$ cat config.mk
export PLATFORM = sky130hd
export DESIGN_NAME = regfile_mp
export DESIGN_NICKNAME = d
export VERILOG_FILES = /design/src/rtl/regfile_pkg.sv /design/src/rtl/regfile_init_seq.sv /design/src/rtl/regfile_mp.sv
export SDC_FILE = /design/constraint.sdc
export NUM_CORES = 1
export LEC_CHECK = 0
export ABC_CLOCK_PERIOD_IN_PS = 2750
export CAP_MARGIN = 20
export CORE_MARGIN = 2
export CORE_UTILIZATION = 56
export CTS_CLUSTER_DIAMETER = 200
export DETAILED_ROUTE_END_ITERATION = 16
export PLACE_DENSITY = 0.76
export SLEW_MARGIN = 30
export SYNTH_ARGS = -nofsm -noshare
export SYNTH_HDL_FRONTEND = slang
export SYNTH_SLANG_ARGS = --single-unit
$ cat constraint.sdc
create_clock -name clk -period 2.75 [get_ports clk]
set_input_delay 0.275 -clock clk [delete_from_list [all_inputs] [get_ports clk]]
set_output_delay 0.275 -clock clk [all_outputs]
set_load 0.02 [all_outputs]
$ cat src/rtl/regfile_pkg.sv
// regfile_pkg: shared types, default widths and helpers for regfile_mp.
package regfile_pkg;

  typedef enum logic {
    ST_INIT = 1'b0,
    ST_RUN  = 1'b1
  } state_e;

  localparam int DEF_DATA_W = 32;
  localparam int DEF_ADDR_W = 5;

  // Value the init sweep stores into entry idx: 0, or the index itself.
  function automatic logic [31:0] init_value(input int unsigned mode, input int unsigned idx);
    return (mode == 0) ? 32'd0 : idx;
  endfunction

  // Index of the highest set bit in hits, or -1 when none is set.
  // Used to pick the winning write port when several target one address.
  function automatic int highest_hit(input logic [3:0] hits);
    int w;
    w = -1;
    for (int i = 0; i < 4; i++) begin
      if (hits[i]) w = i;
    end
    return w;
  endfunction

endpackage

$ cat src/rtl/regfile_init_seq.sv
// regfile_init_seq: post-reset sweep that initialises every register file
// entry once, then parks in RUN until the next reset.
module regfile_init_seq
  import regfile_pkg::*;
#(
  parameter int DATA_W    = DEF_DATA_W,
  parameter int ADDR_W    = DEF_ADDR_W,
  parameter int INIT_MODE = 1
) (
  input  logic              clk,
  input  logic              rst_n,
  output logic              sweep_we_o,
  output logic [ADDR_W-1:0] sweep_addr_o,
  output logic [DATA_W-1:0] sweep_data_o,
  output logic              init_done_o
);

  localparam int DEPTH = 2 ** ADDR_W;

  state_e            state_q, state_d;
  logic [ADDR_W-1:0] cnt_q, cnt_d;
  logic              init_done_q;

  // State, sweep counter and done flag registers.
  always_ff @(posedge clk or negedge rst_n) begin
    if (!rst_n) begin
      state_q     <= ST_INIT;
      cnt_q       <= '0;
      init_done_q <= 1'b0;
    end else begin
      state_q     <= state_d;
      cnt_q       <= cnt_d;
      init_done_q <= (state_d == ST_RUN);
    end
  end

  // Next state: one entry per cycle; the cycle writing the last entry enters RUN.
  always_comb begin
    state_d    = state_q;
    cnt_d      = cnt_q;
    sweep_we_o = 1'b0;
    case (state_q)
      ST_INIT: begin
        sweep_we_o = 1'b1;
        cnt_d      = cnt_q + 1'b1;
        if (cnt_q == ADDR_W'(DEPTH - 1)) state_d = ST_RUN;
      end
      default: ;
    endcase
  end

  assign sweep_addr_o = cnt_q;
  assign sweep_data_o = DATA_W'(init_value(INIT_MODE, 32'(cnt_q)));
  assign init_done_o  = init_done_q;

endmodule

$ cat src/rtl/regfile_mp.sv
// regfile_mp: multi-port register file with registered reads, reset-driven
// init sweep and highest-port-wins write collisions.
// Optional: define REGFILE_BYPASS_EN to forward same-cycle writes to reads.
module regfile_mp
  import regfile_pkg::*;
#(
  parameter int DATA_W    = DEF_DATA_W,
  parameter int ADDR_W    = DEF_ADDR_W,
  parameter int NUM_RD    = 2,
  parameter int NUM_WR    = 1,
  parameter int ZERO_REG  = 1,
  parameter int INIT_MODE = 1
) (
  input  logic                     clk,
  input  logic                     rst_n,
  output logic                     init_done,
  input  logic [NUM_RD-1:0]        rd_en,
  input  logic [NUM_RD*ADDR_W-1:0] rd_addr,
  output logic [NUM_RD*DATA_W-1:0] rd_data,
  output logic [NUM_RD-1:0]        rd_valid,
  input  logic [NUM_WR-1:0]        wr_en,
  input  logic [NUM_WR*ADDR_W-1:0] wr_addr,
  input  logic [NUM_WR*DATA_W-1:0] wr_data
);

  localparam int DEPTH = 2 ** ADDR_W;

  logic [DATA_W-1:0]        mem_q [DEPTH];
  logic [NUM_RD*DATA_W-1:0] rd_data_q, rd_data_d;
  logic [NUM_RD-1:0]        rd_valid_q, rd_valid_d;

  logic              sweep_we;
  logic [ADDR_W-1:0] sweep_addr;
  logic [DATA_W-1:0] sweep_data;
  logic              run;

  regfile_init_seq #(
    .DATA_W   (DATA_W),
    .ADDR_W   (ADDR_W),
    .INIT_MODE(INIT_MODE)
  ) u_init_seq (
    .clk         (clk),
    .rst_n       (rst_n),
    .sweep_we_o  (sweep_we),
    .sweep_addr_o(sweep_addr),
    .sweep_data_o(sweep_data),
    .init_done_o (run)
  );

  // Array update: sweep owns the array during INIT; in RUN ports write in
  // ascending order so the highest-index port wins a shared address.
  always_ff @(posedge clk) begin
    if (sweep_we) begin
      mem_q[sweep_addr] <= sweep_data;
    end else if (run) begin
      for (int j = 0; j < NUM_WR; j++) begin
        if (wr_en[j] && !(ZERO_REG != 0 && wr_addr[j*ADDR_W +: ADDR_W] == '0))
          mem_q[wr_addr[j*ADDR_W +: ADDR_W]] <= wr_data[j*DATA_W +: DATA_W];
      end
    end
  end

  // Read-data next value: zeroed outside RUN, held when a port is disabled.
  always_comb begin
    logic [ADDR_W-1:0] ra;
`ifdef REGFILE_BYPASS_EN
    logic [3:0] hit;
    int         win;
    hit = '0;
    win = -1;
`endif
    ra         = '0;
    rd_data_d  = rd_data_q;
    rd_valid_d = '0;
    for (int k = 0; k < NUM_RD; k++) begin
      ra = rd_addr[k*ADDR_W +: ADDR_W];
      if (!run) begin
        rd_data_d[k*DATA_W +: DATA_W] = '0;
      end else if (rd_en[k]) begin
        rd_valid_d[k] = 1'b1;
        if (ZERO_REG != 0 && ra == '0) begin
          rd_data_d[k*DATA_W +: DATA_W] = '0;
        end else begin
          rd_data_d[k*DATA_W +: DATA_W] = mem_q[ra];
`ifdef REGFILE_BYPASS_EN
          hit = '0;
          for (int j = 0; j < NUM_WR; j++)
            hit[j] = wr_en[j] && (wr_addr[j*ADDR_W +: ADDR_W] == ra);
          win = highest_hit(hit);
          if (win >= 0) rd_data_d[k*DATA_W +: DATA_W] = wr_data[win*DATA_W +: DATA_W];
`endif
        end
      end
    end
  end

  // Registered read outputs.
  always_ff @(posedge clk or negedge rst_n) begin
    if (!rst_n) begin
      rd_data_q  <= '0;
      rd_valid_q <= '0;
    end else begin
      rd_data_q  <= rd_data_d;
      rd_valid_q <= rd_valid_d;
    end
  end

  assign rd_data   = rd_data_q;
  assign rd_valid  = rd_valid_q;
  assign init_done = run;

endmodule

==> results of run 1 <==
## cell usage in the layout, fill, tap and decap left out, types with 11 or more instances in the layout
cell	netlist	routed
buf_4	64	187
o22ai_1	123	123
nor2_4	0	32
a2bb2oi_1	11	11
a21oi_1	56	53
nand3_1	17	17
clkinv_2	0	24
buf_12	0	109
clkbuf_1	92	20
clkinv_1	0	21
nor2_1	50	18
a21o_1	52	52
a22oi_1	39	39
a22o_1	12	12
or2_2	27	27
a2111oi_0	86	86
a311oi_1	13	13
mux2_2	43	43
mux4_2	363	363
clkdlybuf4s50_1	0	107
clkbuf_16	0	112
o211ai_1	12	12
a221oi_1	28	28
edfxtp_1	1024	1024
a211oi_1	65	65
mux2i_1	333	333
dfrtp_1	72	72
and2_1	90	83
nand3b_1	14	14
nand2_1	45	45
## layout make-up
type                    instances  area, um2  share of cell area [%]
repair buffers                414       4770                    7.93
diodes                          8       20.0                  0.0333
inverters                       5       18.8                  0.0312
well taps                    1186       1480                    2.47
clock buffers                 139       2970                    4.94
flip-flops and latches       1096      32600                    54.1
multi-input cells            1549      17700                    29.5
clock inverters                70        583                   0.969
## final timing paths
path | end | start | slack [ns]
max in group asynchronous | rd_data[29]$_DFFE_PN0P_ | rst_n | 0.75
max | mem_q[18][12]$_DFFE_PP_ | u_init_seq.sweep_addr_o[4]$_DFFE_PN0N_ | 0.17
max reg2reg | mem_q[18][12]$_DFFE_PP_ | u_init_seq.sweep_addr_o[4]$_DFFE_PN0N_ | 0.17
min reg2reg | rd_data[13]$_DFFE_PN0P_ | rd_data[13]$_DFFE_PN0P_ | 0.63
min in group asynchronous | rd_data[57]$_DFFE_PN0P_ | rst_n | 0.50
min | rd_data[53]$_DFFE_PN0P_ | rd_addr[8] | 0.04
## stage by stage
step / setup WS (ns) / utilization [%] / setup TNS [ns] / instance area, um2
finish: 0.169 / 65.9 / 0 / 60100
global route: 0.110 / 65.9 / 0 / 60100
floorplan: -0.511 / - / -160.95 / 51400
CTS: 0.312 / 65.9 / 0 / 60100
detailed placement: -0.247 / 62.0 / -34.60 / 56500
global placement: -0.268 / 61.9 / -48.46 / 56500
## logic make-up after synthesis
logic type	after synthesis	share of synthesized area, %
muxes	739	23.4
adders and majority gates	2	0.0487
buffers and inverters	243	2.70
DFF	1096	63.4
and+or+nand+nor	289	3.10
AOI/OAI and AO/OA	516	7.35
xor gates and xnor gates	3	0.0512
## Yosys cell counts, drive strengths merged, types with 5 or more instances
cell type     n  share of area (%)
mux4        363                 16
mux2         43               0.94
a221oi       28               0.48
edfxtp     1024                 60
inv           5              0.037
o211ai       12               0.18
a2111oi      86                1.5
dfrtp        72                3.5
o22ai       123                1.5
nor2b        12               0.15
a2bb2oi      11               0.19
a211oi       65               0.95
nor2         50               0.37
nand3b       16               0.25
clkbuf       92               0.67
nand2        45               0.33
a22o         12               0.20
and2         99                1.2
a311oi       13               0.22
or2          27               0.33
buf         146                2.0
a22oi        39               0.57
mux2i       333                6.5
a21oi        56               0.55
nand3        17               0.17
a21o         52               0.76
## layer usage
layer	up-vias	track usage, %	wire length [um]
met5	-	0	5
met4	2	19.4	10400
met3	646	10.6	25500
met2	3042	54.6	76100
met1	17000	48.1	56800
li1	12800	-	-
## registers in the layout, indices dropped and copies added (netlist names)
register	count
u_init_seq.state_q	1
rd_data	64
rd_valid	2
mem_q	1024
u_init_seq.sweep_addr_o	5
## worst reg2reg max path, cell delays in order (launching register included)
cell       delay, ns
dfrtp_1         0.57
inv_1           0.35
a2111oi_0       0.48
a31oi_1         0.16
buf_4           0.22
nor2_4          0.23
buf_4           0.26
## report_power, final
part / switching (W) / total (W) / internal [W]
clock network: 0.00664 / 0.0147 / 0.00809
logic: 0.00206 / 0.00350 / 0.00144
registers: 0.000189 / 0.0186 / 0.0184
==> results.toml, run 1 <==
[clock_network]
cts_sinks = 1096
clock_path_buffers = 3
clk_latency_ns = 0.72
clk_pin_slew_worst_paths_ns = 0.06
cts-htree-levels = 3
cts_tree = "yes"
cts_resized = 0
cts_hold_buf = 3
numCtsBuffers = 110
root_buffer = "clkbuf_16"
cts_setup_buffers = 0

[layout]
drive_gt1_share_pct = 29.6
fin_nets = 3230
nFillCells = 5879
areaGrowthSynthToFinish_pct = 17.1
fin_cells = 4467

[route]
firstDrtPassIters = 8
drtIter0Drc = 5770
drc_errors = 0
drt_wl_total_um = 169000
route.antenna.remaining_nets = 0
viasPerCell = 7.50
wl_per_cell_um = 37.8
vias = 33500

[synth]
seq_area_frac_synth_pct = 63.4
synth_area_mm2 = 0.0513
synth-seq-cells = 1096
synthCells = 2888
ys.flop_type = "edfxtp_1"
synth_edf_count = 1024
syn_area_per_cell_um2 = 17.8
syn_nets = 2942
ys_warn_count = 0
synthArstFlopShare_pct = 6.57
synth_cell_types = 55

[grt]
grt_overflow_total = 0
grt_usage_pct = 36.3
first_global_vias = 34200
antenna_found_initial = 3
grt_max_degree = 45
grt_pass1_wl_um = 241000

[sta]
hold_viol_final = 0
fmax_ghz = 0.388
fin_crit_sh_pct = 93.8
rsz0062_at_grt = "false"
period_minus_slack_ns = 2.58
setup_viol = 0
worst_pin_slew_ns = 0.913
holdWs_ns = 0.0419
fin_skew_ns = 0.0461
relSlewSlack_pct = 37.5
slew_viol_final = 0

[run]
max_cap_viol_count = 0

[placed_design]
dp_hpwl_um = 106000
gp_congestion = 0.932
port_buffers = 118
dpl.cell_count = 4247

[worst_setup_path]
critPathMaxFanout = 11
cp-start-kind = "flip-flop"
slowest_delay_ns = 0.57
path_depth = 6
path_class = "reg2reg"
critPathRequiredTime_ns = 3.16
worstPathArrival_ns = 2.99
slowest_stage = "dfrtp_1"
cp_cell_sequence = "inv_1 > a2111oi_0 > a31oi_1 > buf_4 > nor2_4 > buf_4"
cp_top_family = "buffers and inverters"
cpMostUsedCell = "buf_4"
rr_worst_depth = 6
crit_buf_inv = 3
worstSetupEndpointType = "flip-flop"

[die]
ios = 119
die_y_um = 307
row_count = 111
core_area_mm2 = 0.0912
die_x_um = 307
start_util_pct = 56.3
dieArea_mm2 = 0.0941

[power]
power_w = 0.0368
power_density_mw_per_mm2 = 612
vdd_drop_max_mv = 0.690
p_leak_nw = 21.6

[worst_hold_path]
worstHoldPathType = "in2reg"
hold_depth = 3

[status]
status = "complete, no violations"
No activity file was read; power rests on OpenSTA's default activity.
==> run 2: changes to the inputs <==
- CORE_UTILIZATION: 56 -> 46
- PLACE_DENSITY: 0.76 -> 0.67
- REMOVE_ABC_BUFFERS: not set -> 1
==> run 2 against run 1 <==
  * Register-to-register slack improved by 0.18 ns
  * Sequential power hardly changed
  * Worst setup slack got worse by 0.064 ns
  * Via count down 1.2%
  * Sequential share of layout area decreased by 0.93 points
  * Worst hold slack improved by 0.069 ns
  * Clock power up 5%
  * Non-clock buffer count is 32 higher
  * Critical path type is now reg2out
  * Highest routed layer unchanged
==> results.toml, run 2 (synthesized netlist as in run 1, its figures left out) <==
[worst_setup_path]
rr_worst_depth = 7
r2r_start = "u_init_seq.state_q$_DFF_PN0_"
path_class = "reg2out"
slowest_stage = "clkdlybuf4s50_1"
cp-start-kind = "flip-flop"
cpMostUsedCell = "buf_4"
worstReg2RegEnd = "rd_data[48]$_DFFE_PN0P_"
slowest_delay_ns = 0.64
crit_buf_inv = 3
worstSetupEndpointType = "output pin"
worstPathArrival_ns = 2.37
cp_cell_sequence = "buf_4 > buf_4 > clkdlybuf4s50_1"
rrSetupSlack_ns = 0.35
endpoint = "init_done"
cp_top_family = "buffers and inverters"
crit_start = "u_init_seq.state_q$_DFF_PN0_"
critPathMaxFanout = 14
path_depth = 3
critPathRequiredTime_ns = 2.48

[die]
die_y_um = 338
die_x_um = 338
start_util_pct = 46.4
dieArea_mm2 = 0.114
ios = 119
row_count = 122
core_area_mm2 = 0.111

[sta]
relSlewSlack_pct = 44.1
fmax_ghz = 0.378
worst_pin_slew_ns = 0.838
period_minus_slack_ns = 2.64
slew_viol_final = 0
rsz0062_at_grt = "false"
fin_crit_sh_pct = 96.1
tns_ns = 0
setup_viol = 0
hold_viol_final = 0
fin_skew_ns = 0.0211

[status]
status = "complete, no violations"

[clock_network]
clock_path_buffers = 3
numCtsBuffers = 113
cts_tree = "yes"
clk_pin_slew_worst_paths_ns = 0.06
cts-htree-levels = 3
clk_latency_ns = 0.71
root_buffer = "clkbuf_16"
cts_sinks = 1096

[route]
firstDrtPassIters = 6
viasPerCell = 6.90
route.antenna.remaining_nets = 0
drc_errors = 0
wl_per_cell_um = 36.0
vias = 33100
drtIter0Drc = 4467
drt_wl_total_um = 173000

[worst_hold_path]
worstHoldPathType = "in2reg"

[layout]
fin_nets = 3265
stdcell_area_mm2 = 0.0612
largest_reg_flops = 1024
final_common_cell = "edfxtp_1"
layout_common_cells = "edfxtp_1, mux4_2, mux2i_1, buf_4, buf_12"
drive_gt1_share_pct = 30.1
areaGrowthSynthToFinish_pct = 19.2
largest-register = "mem_q"
fin_cells = 4799

[power]
p_leak_nw = 21.9
vdd_drop_max_mv = 0.541
power_w = 0.0376
power_density_mw_per_mm2 = 614

[grt]
first_global_vias = 33400
grt_overflow_total = 0
grt_usage_pct = 29.9
antenna_found_initial = 7
grt_pass1_wl_um = 245000
grt_max_degree = 40

[placed_design]
dpl.cell_count = 4582
port_buffers = 118
dpl_cell_area_mm2 = 0.0575
dp_hpwl_um = 113000
gp_congestion = 0.925

[run]
max_cap_viol_count = 0
[run 2: cell types whose count changed in the layout (fill, tap and decap cells not counted), sizes merged]
cell         before  now
inv               6    7
bufinv            4    9
dlygate4sd3       3    1
buf             304  338
clkbuf          139  161
clkinv           55   37
clkinvlp         10    4
diode             8    2
[run 2: repair_timing]
item,CTS,global route
endpoints found under the setup margin,1,0
hold buffers,1,0
resized for setup,1,0
hold endpoints to repair,33,0
buffers inserted,0,0
[run 2: routing by layer]
layer	up-vias	track usage, %	share of wire [%]
met5	-	0	0.0075
met1	17200	39.9	36
met4	2	13.9	5.4
met2	2503	47.3	47
met3	510	6.24	12
li1	12900	-	-
[run 2: how the worst min path moves through the flow]
stage,startpoint,endpoint,slack (ns),depth (start not counted)
3_3_place_gp,rst_n,rd_data[12]$_DFFE_PN0P_,0.34,1
4_1_cts,rd_addr[3],rd_data[30]$_DFFE_PN0P_,0.06,3
6_report,rd_addr[3],rd_data[30]$_DFFE_PN0P_,0.11,3
5_1_grt,rd_addr[3],rd_data[30]$_DFFE_PN0P_,0.07,3
3_5_place_dp,rst_n,rd_data[12]$_DFFE_PN0P_,0.35,1
2_1_floorplan,rst_n,rd_data[0]$_DFFE_PN0P_,-0.02,0
[run 2: area by class of cell]
class / count / area (um2)
antenna: 2 / 5.00
clock buffer: 161 / 3210
clock inverter: 52 / 488
fill: 8335 / 49500
inverter: 5 / 18.8
multi-input combinational: 1549 / 17700
sequential: 1096 / 32600
tap: 1488 / 1860
timing repair buffer: 446 / 5320
[run 2: through the flow]
stage          util [%]  hold slack (ns)  setup slack, ns
2_1_floorplan         -          -0.0206            -1.58
3_3_place_gp       51.9            0.341          -0.0523
3_5_place_dp       51.9            0.347          0.00623
4_1_cts            55.3           0.0600           0.0795
5_1_grt            55.3           0.0707           0.0334
6_report           55.3            0.110            0.106
[run 2: where the power goes]
part / total (W) / switching, W / internal, W / leakage, nW
logic: 0.00362 / 0.00211 / 0.00151 / 8.68
registers: 0.0186 / 0.000196 / 0.0184 / 11.4
clock network: 0.0154 / 0.00645 / 0.00893 / 1.81
[run 2: worst register-to-register path, cell delays in order, from the launching register on]
cell	delay, ns
dfrtp_2	0.50
buf_4	0.23
nor2b_4	0.19
buf_12	0.21
a21o_1	0.22
a2111oi_0	0.65
buf_4	0.22
a311oi_1	0.04
